==> config.mk <==
export PLATFORM = sky130hd
export DESIGN_NAME = mem_dma
export DESIGN_NICKNAME = d
export VERILOG_FILES = /design/src/rtl/mem_dma.sv
export SDC_FILE = /design/constraint.sdc
export NUM_CORES = 1
export LEC_CHECK = 0
export BUFFER_PORTS_ARGS = -buffer_cell sky130_fd_sc_hd__buf_4
export CAP_MARGIN = 30
export CORE_MARGIN = 10
export CORE_UTILIZATION = 35
export CTS_BUF_LIST = sky130_fd_sc_hd__clkbuf_8
export CTS_CLUSTER_SIZE = 20
export DETAILED_ROUTE_END_ITERATION = 10
export PLACE_DENSITY = 0.63
export SYNTH_ARGS = -nofsm -noshare
export SYNTH_HDL_FRONTEND = slang
export SYNTH_SLANG_ARGS = --single-unit
==> constraint.sdc <==
create_clock -name clk -period 3.2 [get_ports clk]
set_input_delay 0.32 -clock clk [delete_from_list [all_inputs] [get_ports clk]]
set_output_delay 0.32 -clock clk [all_outputs]
set_load 0.03 [all_outputs]
==> src/rtl/mem_dma.sv <==
// Block copy / fill DMA engine for a word-addressed memory with combinational read data.
// Copies take a READ then a WRITE cycle per word; fills issue one WRITE per cycle.
module mem_dma #(
    parameter int ADDR_WIDTH = 16,
    parameter int DATA_WIDTH = 16
) (
    input  logic                  clk,
    input  logic                  rst,
    input  logic                  start,
    input  logic                  fill_mode,
    input  logic [ADDR_WIDTH-1:0] src_addr,
    input  logic [ADDR_WIDTH-1:0] dst_addr,
    input  logic [ADDR_WIDTH-1:0] length,
    input  logic [DATA_WIDTH-1:0] fill_value,
    output logic                  busy,
    output logic                  done,
    output logic [ADDR_WIDTH-1:0] words_done,
    output logic [ADDR_WIDTH-1:0] mem_access_addr,
    output logic [DATA_WIDTH-1:0] mem_write_data,
    output logic                  mem_write_en,
    input  logic [DATA_WIDTH-1:0] mem_read_data
);

    typedef enum logic [1:0] {
        S_IDLE  = 2'd0,
        S_READ  = 2'd1,
        S_WRITE = 2'd2,
        S_DONE  = 2'd3
    } state_t;

    localparam logic [ADDR_WIDTH-1:0] ONE_A = {{(ADDR_WIDTH-1){1'b0}}, 1'b1};

    state_t                  state_q, state_d;
    logic [ADDR_WIDTH-1:0]   src_ptr_q, src_ptr_d;
    logic [ADDR_WIDTH-1:0]   dst_ptr_q, dst_ptr_d;
    logic [ADDR_WIDTH-1:0]   remaining_q, remaining_d;
    logic [ADDR_WIDTH-1:0]   words_done_q, words_done_d;
    logic [DATA_WIDTH-1:0]   buf_q, buf_d;
    logic                    fill_mode_q, fill_mode_d;
    logic [DATA_WIDTH-1:0]   fill_value_q, fill_value_d;

    always_ff @(posedge clk or posedge rst) begin
        if (rst) begin
            state_q      <= S_IDLE;
            src_ptr_q    <= '0;
            dst_ptr_q    <= '0;
            remaining_q  <= '0;
            words_done_q <= '0;
            buf_q        <= '0;
            fill_mode_q  <= 1'b0;
            fill_value_q <= '0;
        end else begin
            state_q      <= state_d;
            src_ptr_q    <= src_ptr_d;
            dst_ptr_q    <= dst_ptr_d;
            remaining_q  <= remaining_d;
            words_done_q <= words_done_d;
            buf_q        <= buf_d;
            fill_mode_q  <= fill_mode_d;
            fill_value_q <= fill_value_d;
        end
    end

    always_comb begin
        state_d      = state_q;
        src_ptr_d    = src_ptr_q;
        dst_ptr_d    = dst_ptr_q;
        remaining_d  = remaining_q;
        words_done_d = words_done_q;
        buf_d        = buf_q;
        fill_mode_d  = fill_mode_q;
        fill_value_d = fill_value_q;
        case (state_q)
            S_IDLE: begin
                if (start) begin
                    src_ptr_d    = src_addr;
                    dst_ptr_d    = dst_addr;
                    remaining_d  = length;
                    words_done_d = '0;
                    fill_mode_d  = fill_mode;
                    fill_value_d = fill_value;
                    if (length == '0)
                        state_d = S_DONE;
                    else if (fill_mode)
                        state_d = S_WRITE;
                    else
                        state_d = S_READ;
                end
            end
            S_READ: begin
                buf_d   = mem_read_data;
                state_d = S_WRITE;
            end
            S_WRITE: begin
                src_ptr_d    = src_ptr_q + ONE_A;
                dst_ptr_d    = dst_ptr_q + ONE_A;
                words_done_d = words_done_q + ONE_A;
                remaining_d  = remaining_q - ONE_A;
                if (remaining_q == ONE_A)
                    state_d = S_DONE;
                else if (fill_mode_q)
                    state_d = S_WRITE;
                else
                    state_d = S_READ;
            end
            default: state_d = S_IDLE;
        endcase
    end

    // Memory-side outputs depend only on registered state, never on request inputs.
    always_comb begin
        mem_access_addr = '0;
        mem_write_data  = '0;
        mem_write_en    = 1'b0;
        case (state_q)
            S_READ: mem_access_addr = src_ptr_q;
            S_WRITE: begin
                mem_access_addr = dst_ptr_q;
                mem_write_data  = fill_mode_q ? fill_value_q : buf_q;
                mem_write_en    = 1'b1;
            end
            default: ;
        endcase
    end

    assign busy       = (state_q != S_IDLE);
    assign done       = (state_q == S_DONE);
    assign words_done = words_done_q;

endmodule
## Word level (Yosys, flattened, before mapping)

Cells that the tools add are included.
W data, S select, Z words.

| storage, ports and cells | value |
|---|---|
| bits in registers | 99 |
| bits of input ports | 84 |

| operators by class | value |
|---|---|
| $add $sub $neg | 4 |
| eq/ne operators | 5 |
| multiplexer cells | 18 |
| reductions and logical operators | 6 |

Operators with widths:

| kind | number |
|---|---|
| $pmux W16 S2 | 5 |
| $mux W16 | 6 |
| $add A16 B1 Y16 const B | 3 |
| $eq A16 B1 Y1 const B | 1 |
| $logic_not A16 Y1 | 1 |
| $sub A16 B1 Y16 const B | 1 |
| $mux W2 | 5 |
| $pmux W2 S3 | 1 |
| $eq A2 B2 Y1 const B | 2 |
| $reduce_and A2 Y1 | 2 |
| $reduce_bool A2 Y1 | 2 |
| $eq A2 B1 Y1 const B | 1 |
| $logic_not A2 Y1 | 1 |
| $ne A2 B2 Y1 const B | 1 |
| $mux W1 | 1 |

## Longest topological paths before layout

| depth | value |
|---|---|
| depth after elaboration | 4 |
| gate-level depth with buffers | 9 |
| gate-level depth less buffers | 7 |

## Worst setup path before layout

Ideal clock, no wire load.

| path | value |
|---|---|
| path type | register to output |
| start point | register state_q[0] |
| end point | output mem_access_addr[14] |
| arrival time | 2.107 ns |
| data required time | 2.880 ns |
| setup slack | 0.773 ns |
| cell stages (with the launch flop) | 7 |
| buffers on the path | 2 |
| cell sequence | dfrtp_1 -> inv_1 -> ha_1 -> clkbuf_1 -> clkbuf_1 -> nand2_1 -> a21boi_1 |

| on the way | value |
|---|---|
| longest elaborated chain between the ends | 2 |
| elaborated cells between the ends (all ways) | 3 |

Ends and longest elaborated chain:

| what | line | source |
|---|---|---|
| from (decl) | 33 | `state_t state_q, state_d;` |
| from (signal assigned) | 53 | `state_q <= state_d;` |
| $eq A2 B2 Y1 or $eq A2 B1 Y1 (tied branches) | 115 | `case (state_q)` |
| $pmux W16 S2 * | 115 |  |
| to (decl) | 18 | `output logic [ADDR_WIDTH-1:0] mem_access_addr,` |

Every way passes the cells marked *; elsewhere a longest branch is shown, timed or not.

## Worst setup path in the final report

| path | value |
|---|---|
| start point | register state_q[0] |
| end point | register src_ptr_q[14] |

| on the way | value |
|---|---|
| longest elaborated chain between the ends | 3 |
| elaborated cells between the ends (all ways) | 6 |

Ends and longest elaborated chain:

| what | line | source |
|---|---|---|
| $eq A2 B2 Y1 or $logic_not A2 Y1 (tied branches) | 73 | `case (state_q)` |
| $reduce_bool A2 Y1 (no source line) or $ne A2 B2 Y1 (tied branches) | -- |  |
| $reduce_and A2 Y1 (no source line) | -- |  |
| to (signal assigned) | 54 | `src_ptr_q <= src_ptr_d;` |
| to (decl) | 34 | `logic [ADDR_WIDTH-1:0] src_ptr_q, src_ptr_d;` |

Parallel ways exist; a longest one is shown, timed or not.
A chain may end at the register's enable or synchronous reset.

==> results by group <==
Outcome
  – Run status: finished clean

Power and ir drop
  – P per Cell Area: 955.2 nW/um2
  – Leak: 3.033 nW
  – VDD IR max: 0.4040 mV

Clocking
  – CTS tree: built
  – Postcts setup bufs: 0
  – Clock slew at reported path FFs: 0.10 ns
  – CTS root buffer: clkbuf_8
  – Htree depth: 3
  – Cts hold-fix bufs: 0
  – CTS max path bufs: 2
  – CTS resizes: 0
  – Skew-Pair Late Insertion Delay: 0.38 ns
  – Number of clock sinks: 99
  – Cts bufs inserted: 9

Setup path
  – CP Cell Sequence: inv_1 -> ha_1 -> mux2_2 -> buf_4 -> nand2_1 -> o22ai_1 -> nor3b_1
  – Critical-path top delay cell: nand2_1
  – WP data arrival: 2.92 ns
  – Kind of end point of the critical path: flip-flop
  – Worst EP required: 3.50 ns
  – CP peak stage delay: 0.50 ns
  – CP Launch Type: flip-flop
  – Max FO, Critical Path: 33
  – Crit path kind: flip-flop to flip-flop

Logic synthesis
  – Flops & latches, synth: 99
  – Post-Syn Area per Cell: 9.180 um2
  – Largest family of logic cells by synthesized area: simple AND/OR/NAND/NOR gates
  – Synthesized net count: 701
  – Synth cell types: 58
  – Adder-cell share of the synthesized area: 2.017%
  – Post-synth ARST share: 100.0%
  – Xor/xnor share of the synthesized area: 1.883%
  – Synth Area in Compound Gates: 16.95%
  – Post-Synthesis Cell Area: 5582 um2
  – Register area share after synthesis: 44.38%
  – Mux cell area share after synthesis: 11.34%
  – Cells after Synth: 608
  – Yosys warns: 0
  – Main synth FF type: dfrtp_1
  – EDFF count, synth: 0
  – Post-Synth Simple-Gate Area: 19.95%

Layout
  – Fillers: 1586
  – Syn-to-layout area delta: 25.85%
  – Most common cell after layout, fill and taps aside: buf_4
  – Area occupied by multi-input gates: 2935 um2
  – Final layout net count: 816
  – Most frequent cells in the layout: buf_4 (140), dfrtp_1 (99), nand2_1 (54), a21oi_1 (53), nor2_1 (52)
  – Layout cells sized above 1: 23.08%
  – Ant diodes: 0
  – FF+latch area: 2477 um2

Routing
  – Initial detailed-routing violation count: 387
  – Routed WL: 17.22 mm
  – Routed Antenna Nets: 0
  – TritonRoute pass-1 iters: 5
  – # DRC: 0
  – Post-DR vias/cell: 5.425
  – Wirelength per Cell: 18.24 um
  – Via count: 5121

Timing
  – Final Max Slew Viols: 0
  – Clock Skew: 0.01336 ns
  – Final setup fails: 0
  – Max Fclk: 0.3822 GHz
  – Slew HR: 37.03%
  – Slew @ Worst Pin: 0.9423 ns
  – Period utilization: 81.76%
  – Fin crit period: 2.616 ns
  – Hold WS: 0.07461 ns
  – Setup TNS: 0 ns
  – RSZ-0062 raised after global routing: no
  – Hold Fails Final Rpt: 0

Global routing
  – Pin count of the biggest net entering global routing: 84
  – Total global routing overflow: 0
  – Initial antenna violation count: 0
  – Global-route usage over all layers: 15.84%
  – Vias in the first global route: 5253
  – First-pass GRT wire length: 27.92 mm

Place
  – Final RePlAce weighted congestion: 0.8478
  – # port buffers: 134
  – Hpwl dp: 12.42 mm

Flow run
  – Max-Cap Viols: 0

Die
  – Die X: 146.3 um
  – Rows: 46
  – Die area: 21400 um2
  – I/O pin count: 135
  – Initial Util: 35.39%
  – Core Region: 15770 um2
  – Die Height: 146.3 um

Hold path
  – Worst hold-check path type: input port to async pin
## metal layers
layer  global-route usage, %  share of wire [%]
met4                   3.854                1.4
met1                   19.53                 44
met2                   25.57                 47
met5                       0                  0
met3                   6.026                7.7
## report_power, final
group | switching (mW) | internal, mW
logic | 2.05 | 1.44
clock network | 0.456 | 0.377
registers | 0.577 | 1.80
## flip-flops by register name (all words and copies together) (netlist names)
| signal | cells |
|---|---|
| buf_q | 16 |
| dst_ptr_q | 16 |
| fill_mode_q | 1 |
| fill_value_q | 16 |
| remaining_q | 16 |
| src_ptr_q | 16 |
| state_q | 2 |
| words_done | 16 |
## cells by family (layout without fill, tap and decap cells)
| group | after synthesis | count (layout) |
|---|---|---|
| AO/OA/AOI/OAI | 157 | 157 |
| XOR/XNOR | 12 | 12 |
| adder cells (fa/ha/maj) | 9 | 9 |
| buffers and inverters | 50 | 170 |
| flip-flops | 99 | 99 |
| multiplexers | 59 | 59 |
| AND/OR/NAND/NOR | 222 | 222 |
## synthesized netlist by cell type (all sizes together) (12+ instances only)
cell type  number  area, um2
inv            12      45.04
mux2           34      382.9
and3           12      81.33
o22ai          27      168.9
nand2          55      209.0
nor2           52      195.2
dfrtp          99       2477
a22oi          12      90.09
mux2i          25      250.2
nand3          40      200.2
a21oi          53      265.3
clkbuf         30      112.6
o21ai          37      185.2
## worst max-delay path: cells and delay by family (launching register included)
kind | cells | cell delay (ns)
buffers and inverters | 2 | 0.39
multiplexers | 1 | 0.40
AO/OA/AOI/OAI | 1 | 0.17
flip-flops | 1 | 0.43
adder cells (fa/ha/maj) | 1 | 0.42
AND/OR/NAND/NOR | 2 | 0.72
## through the flow
| step | std cells | setup WS [ns] | area [um2] | utilization (%) | power, mW |
|---|---|---|---|---|---|
| 2_1_floorplan | 608 | 0.2896 | 5582 | - | 4.753 |
| 3_3_place_gp | 927 | 0.7731 | 6802 | 43.13 | 5.719 |
| 5_1_grt | 944 | 0.4243 | 7024 | 44.54 | 7.234 |
| 6_report | 944 | 0.5836 | 7024 | 44.54 | 6.710 |
| 4_1_cts | 943 | 0.6020 | 6997 | 44.37 | 6.696 |
| 3_5_place_dp | 927 | 0.6394 | 6802 | 43.13 | 5.851 |
## final timing paths
check	startpoint	to	slack (ns)	cells after the start
min in group clk	fill_value[12]	fill_value_q[12]	0.15	2
hold reg to reg	buf_q[13]	buf_q[13]	0.49	1
hold / removal	rst	fill_value_q[11]	0.07	2
max in group asynchronous	rst	dst_ptr_q[2]	2.32	3
setup reg to reg	state_q[0]	src_ptr_q[14]	0.58	7
setup / recovery	state_q[0]	src_ptr_q[14]	0.58	7
## cell type report
cell class / instances / share of cell area [%]
inverters: 12 / 0.6769
repair buffers: 142 / 15.64
clock buffers: 10 / 1.959
multi-input cells: 459 / 41.79
flip-flops and latches: 99 / 35.27
well taps: 216 / 3.848
clock inverters: 6 / 0.8194
(Power assumes the default switching activity.)
